==> config.mk <==
export PLATFORM = sky130hd
export DESIGN_NAME = mem_bus_req
export DESIGN_NICKNAME = d
export VERILOG_FILES = /design/src/rtl/mem_bus_req_pkg.sv /design/src/rtl/mem_bus_req_watchdog.sv /design/src/rtl/mem_bus_req.sv
export SDC_FILE = /design/constraint.sdc
export NUM_CORES = 1
export LEC_CHECK = 0
export ABC_AREA = 1
export CAP_MARGIN = 5
export CORE_MARGIN = 3
export CORE_UTILIZATION = 41
export DETAILED_ROUTE_END_ITERATION = 6
export GPL_TIMING_DRIVEN = 0
export HOLD_SLACK_MARGIN = 0.1
export PLACE_DENSITY_LB_ADDON = 0.2
export SYNTH_ARGS = -nofsm -noshare
export SYNTH_HDL_FRONTEND = slang
export SYNTH_SLANG_ARGS = --single-unit
==> constraint.sdc <==
create_clock -name clk -period 2.9 [get_ports clk]
set_input_delay 0.58 -clock clk [delete_from_list [all_inputs] [get_ports clk]]
set_output_delay 0.58 -clock clk [all_outputs]
set_load 0.01 [all_outputs]
==> src/rtl/mem_bus_req_pkg.sv <==
// mem_bus_req_pkg: shared definitions for the MEM-stage bus requester.
// Holds bus widths, FSM state encodings, the stall-request level, the
// watchdog defaults and the latched bus request payload.
package mem_bus_req_pkg;

  localparam int unsigned ADDR_W             = 32;
  localparam int unsigned DATA_W             = 32;
  localparam int unsigned SEL_W              = 4;
  localparam int unsigned STALL_W            = 6;
  localparam int unsigned STALL_MEM_BIT      = 4;
  localparam int unsigned WDOG_W             = 8;
  localparam int unsigned TIMEOUT_CYCLES_DEF = 255;

  // Stall-request levels seen by the pipeline controller
  localparam logic STOP    = 1'b1;
  localparam logic NO_STOP = 1'b0;

  typedef enum logic [1:0] {
    ST_IDLE  = 2'd0,
    ST_BUSY  = 2'd1,
    ST_DONE  = 2'd2,
    ST_ABORT = 2'd3
  } state_e;

  // Access captured from the MEM stage and replayed on the bus
  typedef struct packed {
    logic              we;
    logic [ADDR_W-1:0] addr;
    logic [DATA_W-1:0] data;
    logic [SEL_W-1:0]  sel;
  } bus_req_t;

endpackage

==> src/rtl/mem_bus_req_watchdog.sv <==
// bus_watchdog: cycle counter that flags a bus cycle left unacknowledged for
// TIMEOUT_CYCLES cycles. Only built when MEM_BUS_TIMEOUT_EN is defined.
// Ports:
//   clk, rst   clock, synchronous active-high reset
//   enable_i   count this cycle (bus cycle outstanding)
//   clear_i    restart the count (requester changes state)
//   expire_c   combinational: this is the last allowed cycle
`ifdef MEM_BUS_TIMEOUT_EN
module bus_watchdog
  import mem_bus_req_pkg::*;
#(
  parameter int unsigned TIMEOUT_CYCLES = TIMEOUT_CYCLES_DEF
) (
  input  logic clk,
  input  logic rst,
  input  logic enable_i,
  input  logic clear_i,
  output logic expire_c
);

  logic [WDOG_W-1:0] count_q, count_d;

  // Count outstanding cycles; clear has priority so each state starts at 0
  always_comb begin
    count_d = count_q;
    if (clear_i) begin
      count_d = '0;
    end else if (enable_i) begin
      count_d = count_q + WDOG_W'(1);
    end
  end

  always_ff @(posedge clk) begin
    if (rst) begin
      count_q <= '0;
    end else begin
      count_q <= count_d;
    end
  end

  // count_q is the number of cycles already spent, so this cycle is the Nth
  assign expire_c = enable_i && (count_q == WDOG_W'(TIMEOUT_CYCLES - 1));

endmodule
`endif

==> src/rtl/mem_bus_req.sv <==
// mem_bus_req: turns a MEM-stage load/store into a single Wishbone-style bus
// cycle, stalling the pipeline until the data is back and surviving flushes
// that arrive while the bus is still busy.
// Optional feature: define MEM_BUS_TIMEOUT_EN to add the bus_watchdog that
// abandons a bus cycle after TIMEOUT_CYCLES unacknowledged cycles.
// Ports:
//   clk, rst                  clock, synchronous active-high reset
//   stall, flush              pipeline controller stall vector / flush
//   mem_ce_i, mem_we_i        MEM-stage access enable / write
//   mem_addr_i, mem_data_i    access address / store data
//   mem_sel_i                 byte lanes
//   wb_ack_i, wb_dat_i        bus acknowledge / read data
//   wb_cyc_o, wb_stb_o        bus cycle / strobe
//   wb_we_o, wb_adr_o         bus write / address
//   wb_dat_o, wb_sel_o        bus write data / lanes
//   rdata_o                   load result to the MEM stage
//   stallreq_o                combinational stall request
//   bus_err_o                 one-cycle bus timeout pulse
module mem_bus_req
  import mem_bus_req_pkg::*;
#(
  parameter int unsigned TIMEOUT_CYCLES = TIMEOUT_CYCLES_DEF
) (
  input  logic               clk,
  input  logic               rst,
  input  logic [STALL_W-1:0] stall,
  input  logic               flush,
  input  logic               mem_ce_i,
  input  logic               mem_we_i,
  input  logic [ADDR_W-1:0]  mem_addr_i,
  input  logic [DATA_W-1:0]  mem_data_i,
  input  logic [SEL_W-1:0]   mem_sel_i,
  input  logic               wb_ack_i,
  input  logic [DATA_W-1:0]  wb_dat_i,
  output logic               wb_cyc_o,
  output logic               wb_stb_o,
  output logic               wb_we_o,
  output logic [ADDR_W-1:0]  wb_adr_o,
  output logic [DATA_W-1:0]  wb_dat_o,
  output logic [SEL_W-1:0]   wb_sel_o,
  output logic [DATA_W-1:0]  rdata_o,
  output logic               stallreq_o,
  output logic               bus_err_o
);

  state_e            state_q, state_d;
  bus_req_t          req_q, req_d;
  logic [DATA_W-1:0] rdata_q, rdata_d;
  logic              bus_err_d;
  logic              on_bus;
  logic              expire_c;
  logic              unused_stall;

  // A bus cycle is outstanding in BUSY and ABORT
  assign on_bus = (state_q == ST_BUSY) || (state_q == ST_ABORT);

  // Only the MEM-stage hold bit matters here
  assign unused_stall = ^(stall & ~(STALL_W'(1) << STALL_MEM_BIT));

`ifdef MEM_BUS_TIMEOUT_EN
  logic bus_err_q;

  bus_watchdog #(
    .TIMEOUT_CYCLES(TIMEOUT_CYCLES)
  ) u_bus_watchdog (
    .clk      (clk),
    .rst      (rst),
    .enable_i (on_bus),
    .clear_i  (state_d != state_q),
    .expire_c (expire_c)
  );

  always_ff @(posedge clk) begin
    if (rst) begin
      bus_err_q <= 1'b0;
    end else begin
      bus_err_q <= bus_err_d;
    end
  end

  assign bus_err_o = bus_err_q;
`else
  logic unused_timeout;

  assign expire_c       = 1'b0;
  assign bus_err_o      = 1'b0;
  assign unused_timeout = ^{32'(TIMEOUT_CYCLES), bus_err_d};
`endif

  // Next state, latched request, load data and stall request
  always_comb begin
    state_d    = state_q;
    req_d      = req_q;
    rdata_d    = rdata_q;
    bus_err_d  = 1'b0;
    stallreq_o = NO_STOP;

    case (state_q)
      ST_IDLE: begin
        if (mem_ce_i && !flush) begin
          stallreq_o = STOP;
          req_d      = '{we: mem_we_i, addr: mem_addr_i, data: mem_data_i, sel: mem_sel_i};
          state_d    = ST_BUSY;
        end
      end

      ST_BUSY: begin
        stallreq_o = STOP;
        if (wb_ack_i) begin
          if (flush) begin
            state_d = ST_IDLE;
          end else begin
            if (!req_q.we) begin
              rdata_d = wb_dat_i;
            end
            state_d = ST_DONE;
          end
        end else if (flush) begin
          // Bus cycle cannot be withdrawn; wait out the ack and drop the data
          state_d = ST_ABORT;
        end else if (expire_c) begin
          rdata_d   = DATA_W'(0);
          bus_err_d = 1'b1;
          state_d   = ST_DONE;
        end
      end

      ST_DONE: begin
        // Leave once the instruction advances out of MEM or is flushed
        if (flush || !stall[STALL_MEM_BIT]) begin
          state_d = ST_IDLE;
        end
      end

      ST_ABORT: begin
        // A new MEM access must wait for the orphaned bus cycle
        stallreq_o = mem_ce_i ? STOP : NO_STOP;
        if (wb_ack_i) begin
          state_d = ST_IDLE;
        end else if (expire_c) begin
          bus_err_d = 1'b1;
          state_d   = ST_IDLE;
        end
      end

      default: state_d = ST_IDLE;
    endcase
  end

  always_ff @(posedge clk) begin
    if (rst) begin
      state_q <= ST_IDLE;
      req_q   <= '0;
      rdata_q <= '0;
    end else begin
      state_q <= state_d;
      req_q   <= req_d;
      rdata_q <= rdata_d;
    end
  end

  assign wb_cyc_o = on_bus;
  assign wb_stb_o = on_bus;
  assign wb_we_o  = req_q.we;
  assign wb_adr_o = req_q.addr;
  assign wb_dat_o = req_q.data;
  assign wb_sel_o = req_q.sel;
  assign rdata_o  = rdata_q;

endmodule

==> summary.txt, run 1 <==
Run status
  • Status: completed

Route
  • Routed wire length: 12000 um
  • Drt wl/cell: 14.7 um
  • Iter 0 DRT Violations: 95
  • DRC viols: 0
  • DRT Pass-1 Iters: 4
  • Via Count: 4023
  • Vias per cell: 4.95
  • Antenna-violating nets left: 0

Setup path
  • Kind of critical path: input pin to output port
  • Critical path's largest stage delay: 0.54 ns
  • Crit. End Element: output port
  • Crit-path max FO: 16
  • CP Launch Type: input pin
  • Crit-path slowest cell: clkdlybuf4s50_1
  • Crit path arrival time: 2.14 ns
  • CP Cell Sequence: clkdlybuf4s50_1 -> inv_1 -> nand2_1 -> inv_4 -> nand2_4 -> nand2_1 -> clkdlybuf4s50_1
  • Required @ worst endpoint: 2.32 ns

Final layout
  • Multi-input gate area: 1480 um2
  • Design area: 6230 um2
  • Area grow syn2layout: 64.1%
  • Final Non-Filler Cells: 813
  • Share of cells above drive strength 1: 0.0738
  • Nets: 812
  • Sequential standard cell area: 2060 um2
  • Fill cells: 755
  • ANT cells: 0
  • Most frequent cells in the layout: clkdlybuf4s50_1, dfxtp_1, nand2_1
  • Core Util, Final: 0.704
  • Commonest non-fill, non-tap cell in the layout: clkdlybuf4s50_1

Floorplanning
  • I/O pin count: 217
  • Die Y: 102 um
  • Rows: 34
  • Core footprint: 8850 um2
  • Starting density of the core: 0.429
  • DIE WIDTH: 102 um
  • Die area: 10500 um2

Yosys
  • #FFs+latches synth: 103
  • Sequential element share of the synthesized area: 0.543
  • Largest area contributor in the netlist: dfxtp_1
  • Synth Net Count: 593
  • Synth unique cells: 18
  • Adder-Cell Fraction of Synth Area: 0
  • Synth Area in XOR/XNOR: 0
  • Multiplexer share of the synthesized area: 0
  • Synth top area cells: dfxtp_1, a21oi_1, nand3_1, nand2_1, nor2_1
  • Syn_area_per_cell: 7.90 um2
  • Top-area cell type share of the netlist area: 0.543
  • Cells after Synth: 481
  • Syn. warnings: 0
  • Post-synthesis simple-gate area fraction: 0.251
  • Main combinational cell family by area after synthesis: simple AND/OR/NAND/NOR gates
  • Post-synthesis compound-gate area fraction: 0.137
  • Cell Area, Synth: 3800 um2

Power and ir drop
  • Sw Ratio: 0.305
  • PD cells: 576 nW/um2
  • Comb power frac: 0.293
  • Worst IR Drop VDD: 283 uV
  • Static leakage: 2.36 nW
  • Reg power frac: 0.451
  • Clock power share: 0.256
  • Overall power: 3.59 mW
  • Net load switching power: 1.09 mW
  • Total internal power: 2.50 mW

STA
  • Endpoints failing hold: 0
  • Setup violators final: 0
  • Tcrit/Tclk final: 0.937
  • Max Fclk: 368 MHz
  • RSZ-0062 raised after global routing: no
  • Final worst path period need: 2.72 ns
  • Post-Route Skew: 0.0126 ns
  • Worst hold margin: 0.465 ns
  • Total negative setup slack: 0 ns
  • Final Slew Violations: 0
  • PnR worst setup slack: 0.184 ns

CTS
  • H-tree levels: 3
  • CTS Sinks: 103
  • Clock-pin slew on the worst setup and hold paths: 0.09 ns
  • Root Buffer: clkbuf_8
  • Clock latency on the worst-skew pair: 0.36 ns
  • Clock Tree Buf Depth: 2
  • Num CTS Buffers: 9
  • CTS tree: done

Job
  • Max Cap Viol: 0

Worst hold path
  • Worst Hold Class: register to register

Placed design
  • # port buffers: 209
  • Cell area after placement: 6030 um2
  • Placed Cells: 798
  • Detail Placement HPWL: 9320 um
  • Final Wtd Congestion: 0.790
  • Setup Slack @ Placement: -0.0231 ns

GRT
  • First-pass GRT wire length: 18800 um
  • Vias in the first global route: 3967
  • Antenna violations before repair: 0
  • Overall Global Routing Usage: 0.227
  • Largest net degree at the start of global routing: 18
  • Gr ovfl total: 0
## synth_stat cells
| cell type | count |
|---|---|
| clkbuf_4 | 1 |
| nand2_1 | 79 |
| conb_1 | 1 |
| nand3_1 | 71 |
| nor2_4 | 2 |
| buf_2 | 21 |
| buf_4 | 5 |
| o21ai_0 | 22 |
| dfxtp_1 | 103 |
| inv_2 | 2 |
| o21ai_1 | 11 |
| nand2_2 | 2 |
| clkbuf_1 | 9 |
| buf_1 | 1 |
| inv_1 | 5 |
| a21oi_1 | 71 |
| buf_6 | 4 |
| nor2_1 | 71 |
## routing by layer
layer  wire length, um  share of wire  vias up  track usage
met4               209          0.017        0       0.0747
met3              1040          0.087       17       0.0676
li1                  -              -     2026            -
met5                 0              0        -            0
met2              6110           0.51      153        0.402
met1              4620           0.39     1827        0.260
## critical path, delay by kind of cell
kind	cells	cell delay [ns]
buf+inv	4	1.24
simple gates	3	0.31
## sequential cells by signal, summed over array words and instances, names as in the netlist
signal and cells:
wb_adr_o 32, rdata_o 32, state_q 2, wb_we_o 1, wb_sel_o 4, wb_dat_o 32
## path summary, 6_finish.rpt
| path | startpoint | end | slack (ns) | cells after the start |
|---|---|---|---|---|
| worst max register to register | state_q[0] | wb_adr_o[25] | 1.54 | 5 |
| worst min-delay path | wb_dat_o[22] | wb_dat_o[22] | 0.46 | 2 |
| worst min register to register | wb_dat_o[22] | wb_dat_o[22] | 0.46 | 2 |
| worst max-delay path | flush | stallreq_o | 0.18 | 7 |
## layout make-up
class,count,area share
Buffer,40,0.0365
Clock buffer,10,0.0221
Clock inverter,6,0.0108
Inverter,7,0.00462
Multi-Input combinational cell,330,0.238
Sequential cell,103,0.331
Tap cell,108,0.0217
Timing Repair Buffer,209,0.336
## power groups by stage
stage                     clock [mW]  combinational [mW]  sequential (mW)
after floorplan                    0               0.458             1.70
after global placement             0                1.03             1.65
after detailed placement           0                1.05             1.65
after CTS                      0.941                1.06             1.62
after global routing            1.01                1.16             1.64
final                          0.918                1.05             1.62
## cells by family after synthesis
family | after synthesis
compound gates | 104
simple gates | 225
flops | 103
other cells | 1
buf+inv | 48
## what timing repair did
| action | CTS | global route |
|---|---|---|
| setup buffers | 0 | 0 |
| hold buffers | 0 | 0 |
| hold endpoints to repair | 0 | 0 |
| setup endpoints to repair | 1 | 1 |
| resized for setup | 1 | 1 |
Power figures use the tool's default switching activity.
==> run 2, diff against run 1 <==
- CORE_ASPECT_RATIO: unset -> 2
- GPL_ROUTABILITY_DRIVEN: unset -> 0
- PLACE_DENSITY: unset -> 0.86
- PLACE_DENSITY_LB_ADDON: 0.2 -> unset
==> run 2 against run 1 <==
Final cell count decreased by 0.74%. Clock power increased by 27%. Worst setup slack got worse by 0.027 ns. Flip-flop and latch count unchanged. Largest cell class unchanged. Global-route usage increased by 0.80 points. Register-to-register slack about the same. Die area increased by 0.67%. Combinational power about the same. Critical path type unchanged. Highest routed layer unchanged. First-iteration DRC count increased by 120%. Largest power group unchanged. Wire length increased by 5.1%.
==> summary.txt, run 2 (synthesized netlist as in run 1, its figures left out) <==
Setup path
  • Crit path arrival time: 2.16 ns (was 2.14 ns)
  • CP Cell Sequence: clkdlybuf4s50_1 -> inv_1 -> nand2_1 -> inv_2 -> nand2_4 -> nand2_1 -> clkdlybuf4s50_1 (was clkdlybuf4s50_1 -> inv_1 -> nand2_1 -> inv_4 -> nand2_4 -> nand2_1 -> clkdlybuf4s50_1)
  • Kind of critical path: input pin to output port (unchanged)
  • Crit path buffers/inverters: 4 (unchanged)
  • CP Launch Type: input pin (unchanged)
  • Critical path's top delay family: buffers and inverters (unchanged)
  • Crit-path slowest cell: clkdlybuf4s50_1 (unchanged)
  • Required @ worst endpoint: 2.32 ns (about the same)
  • Crit-path max FO: 16 (unchanged)
  • Critical path's largest stage delay: 0.54 ns (about the same)
  • Crit. End Element: output port (unchanged)

Route
  • Vias per cell: 5.11 (was 4.95)
  • Drt wl/cell: 15.6 um (was 14.7 um)
  • Iter 0 DRT Violations: 205 (was 95)
  • Antenna-violating nets left: 0 (unchanged)
  • Routed wire length: 12600 um (was 12000 um)
  • DRT Pass-1 Iters: 4 (unchanged)
  • Via Count: 4122 (was 4023)
  • DRC viols: 0 (unchanged)

Floorplanning
  • Starting density of the core: 0.421 (was 0.429)
  • Die area: 10500 um2 (about the same)
  • Core footprint: 9010 um2 (was 8850 um2)
  • DIE WIDTH: 74.1 um (was 102 um)
  • Die Y: 142 um (was 102 um)
  • Rows: 49 (was 34)
  • I/O pin count: 217 (unchanged)

Final layout
  • Core Util, Final: 0.701 (was 0.704)
  • Share of cells above drive strength 1: 0.0738 (unchanged)
  • Area grow syn2layout: 66.2% (was 64.1%)
  • Commonest non-fill, non-tap cell in the layout: clkdlybuf4s50_1 (unchanged)
  • Nets: 812 (unchanged)
  • ANT cells: 0 (unchanged)
  • Most frequent cells in the layout: clkdlybuf4s50_1, dfxtp_1, nand2_1 (unchanged)

Power and ir drop
  • PD cells: 611 nW/um2 (was 576 nW/um2)
  • Worst IR Drop VDD: 432 uV (was 283 uV)
  • Static leakage: 2.40 nW (was 2.36 nW)

Worst hold path
  • Worst Hold Class: register to register (unchanged)

STA
  • Tcrit/Tclk final: 0.946 (was 0.937)
  • RSZ-0062 raised after global routing: no (unchanged)
  • Final worst path period need: 2.74 ns (was 2.72 ns)
  • Total negative setup slack: 0 ns (unchanged)
  • Post-Route Skew: 0.00570 ns (was 0.0126 ns)
  • Max Fclk: 365 MHz (was 368 MHz)
  • Endpoints failing hold: 0 (unchanged)
  • Setup violators final: 0 (unchanged)
  • Final Slew Violations: 0 (unchanged)

CTS
  • Post-CTS Setup Bufs: 0 (unchanged)
  • Root Buffer: clkbuf_16 (was clkbuf_8)
  • CTS Sinks: 103 (unchanged)
  • Num CTS Buffers: 9 (unchanged)
  • H-tree levels: 3 (unchanged)
  • Clock Tree Buf Depth: 2 (unchanged)
  • Clock-pin slew on the worst setup and hold paths: 0.07 ns (was 0.09 ns)
  • Hold_buf cts: 0 (unchanged)
  • Clock latency on the worst-skew pair: 0.34 ns (was 0.36 ns)
  • CTS tree: done (unchanged)

Placed design
  • Detail Placement HPWL: 9980 um (was 9320 um)
  • # port buffers: 209 (unchanged)

Job
  • Max Cap Viol: 0 (unchanged)

GRT
  • First-pass GRT wire length: 19200 um (was 18800 um)
  • Gr ovfl total: 0 (unchanged)
  • Largest net degree at the start of global routing: 17 (was 18)
  • Vias in the first global route: 4112 (was 3967)
  • Overall Global Routing Usage: 0.235 (was 0.227)
  • Antenna violations before repair: 0 (unchanged)

Run status
  • Status: completed (unchanged)
[run 2: cell count changes in the layout (fill, tap and decap cells not counted), sizes merged]
cell / before / now
bufinv: 1 / 0
clkbuf: 20 / 22
inv: 8 / 7
[run 2: worst reg2reg max path, stage by stage (launching register included)]
cell and delay [ns]:
dfxtp_1 0.50, nor2_4 0.12, nand2_4 0.18, buf_2 0.25
nand2_1 0.09, a21oi_1 0.15
[run 2: area by class of cell]
class | instances | area [um2]
inverters | 7 | 26.3
plain buffers | 40 | 228
multi-input cells | 330 | 1480
clock inverters | 4 | 28.8
clock buffers | 12 | 267
flip-flops and latches | 103 | 2060
well taps | 102 | 128
repair buffers | 209 | 2090
fillers | 752 | 2700
[run 2: metal layers]
| metal | global-route usage | routed length [um] | part of all wire |
|---|---|---|---|
| met5 | 0 | 0 | 0 |
| met4 | 0.0984 | 381 | 0.030 |
| met3 | 0.0700 | 1050 | 0.083 |
| met2 | 0.453 | 7020 | 0.56 |
| met1 | 0.215 | 4140 | 0.33 |
[run 2: stage by stage]
stage               hold WS, ns  instances  instance area [um2]  worst slack [ns]  total power, mW
floorplan                 0.484        481                 3800              1.22             2.16
global placement          0.447        792                 6020            0.0114             2.68
detailed placement        0.451        792                 6020           0.00499             2.71
CTS                       0.462        807                 6310            0.0671             3.88
global route              0.475        807                 6310            0.0611             4.04
finish                    0.460        807                 6310             0.157             3.86
[run 2: report_power, final]
group | total [mW] | switching [mW] | internal, mW
clock network | 1.17 | 0.521 | 0.653
logic | 1.06 | 0.533 | 0.527
registers | 1.62 | 0.0780 | 1.54
[run 2: final timing paths]
| path | from | endpoint | slack, ns | cells after the start |
|---|---|---|---|---|
| max | flush | stallreq_o | 0.16 | 7 |
| min reg2reg | wb_adr_o[21] | wb_adr_o[21] | 0.46 | 2 |
| min | wb_adr_o[21] | wb_adr_o[21] | 0.46 | 2 |
| max reg2reg | state_q[0] | wb_dat_o[21] | 1.53 | 5 |
[run 2: timing repair]
action                                  CTS  global route
endpoints found under the setup margin    1             1
gates resized for setup                   0             1
pin swaps                                 0             0
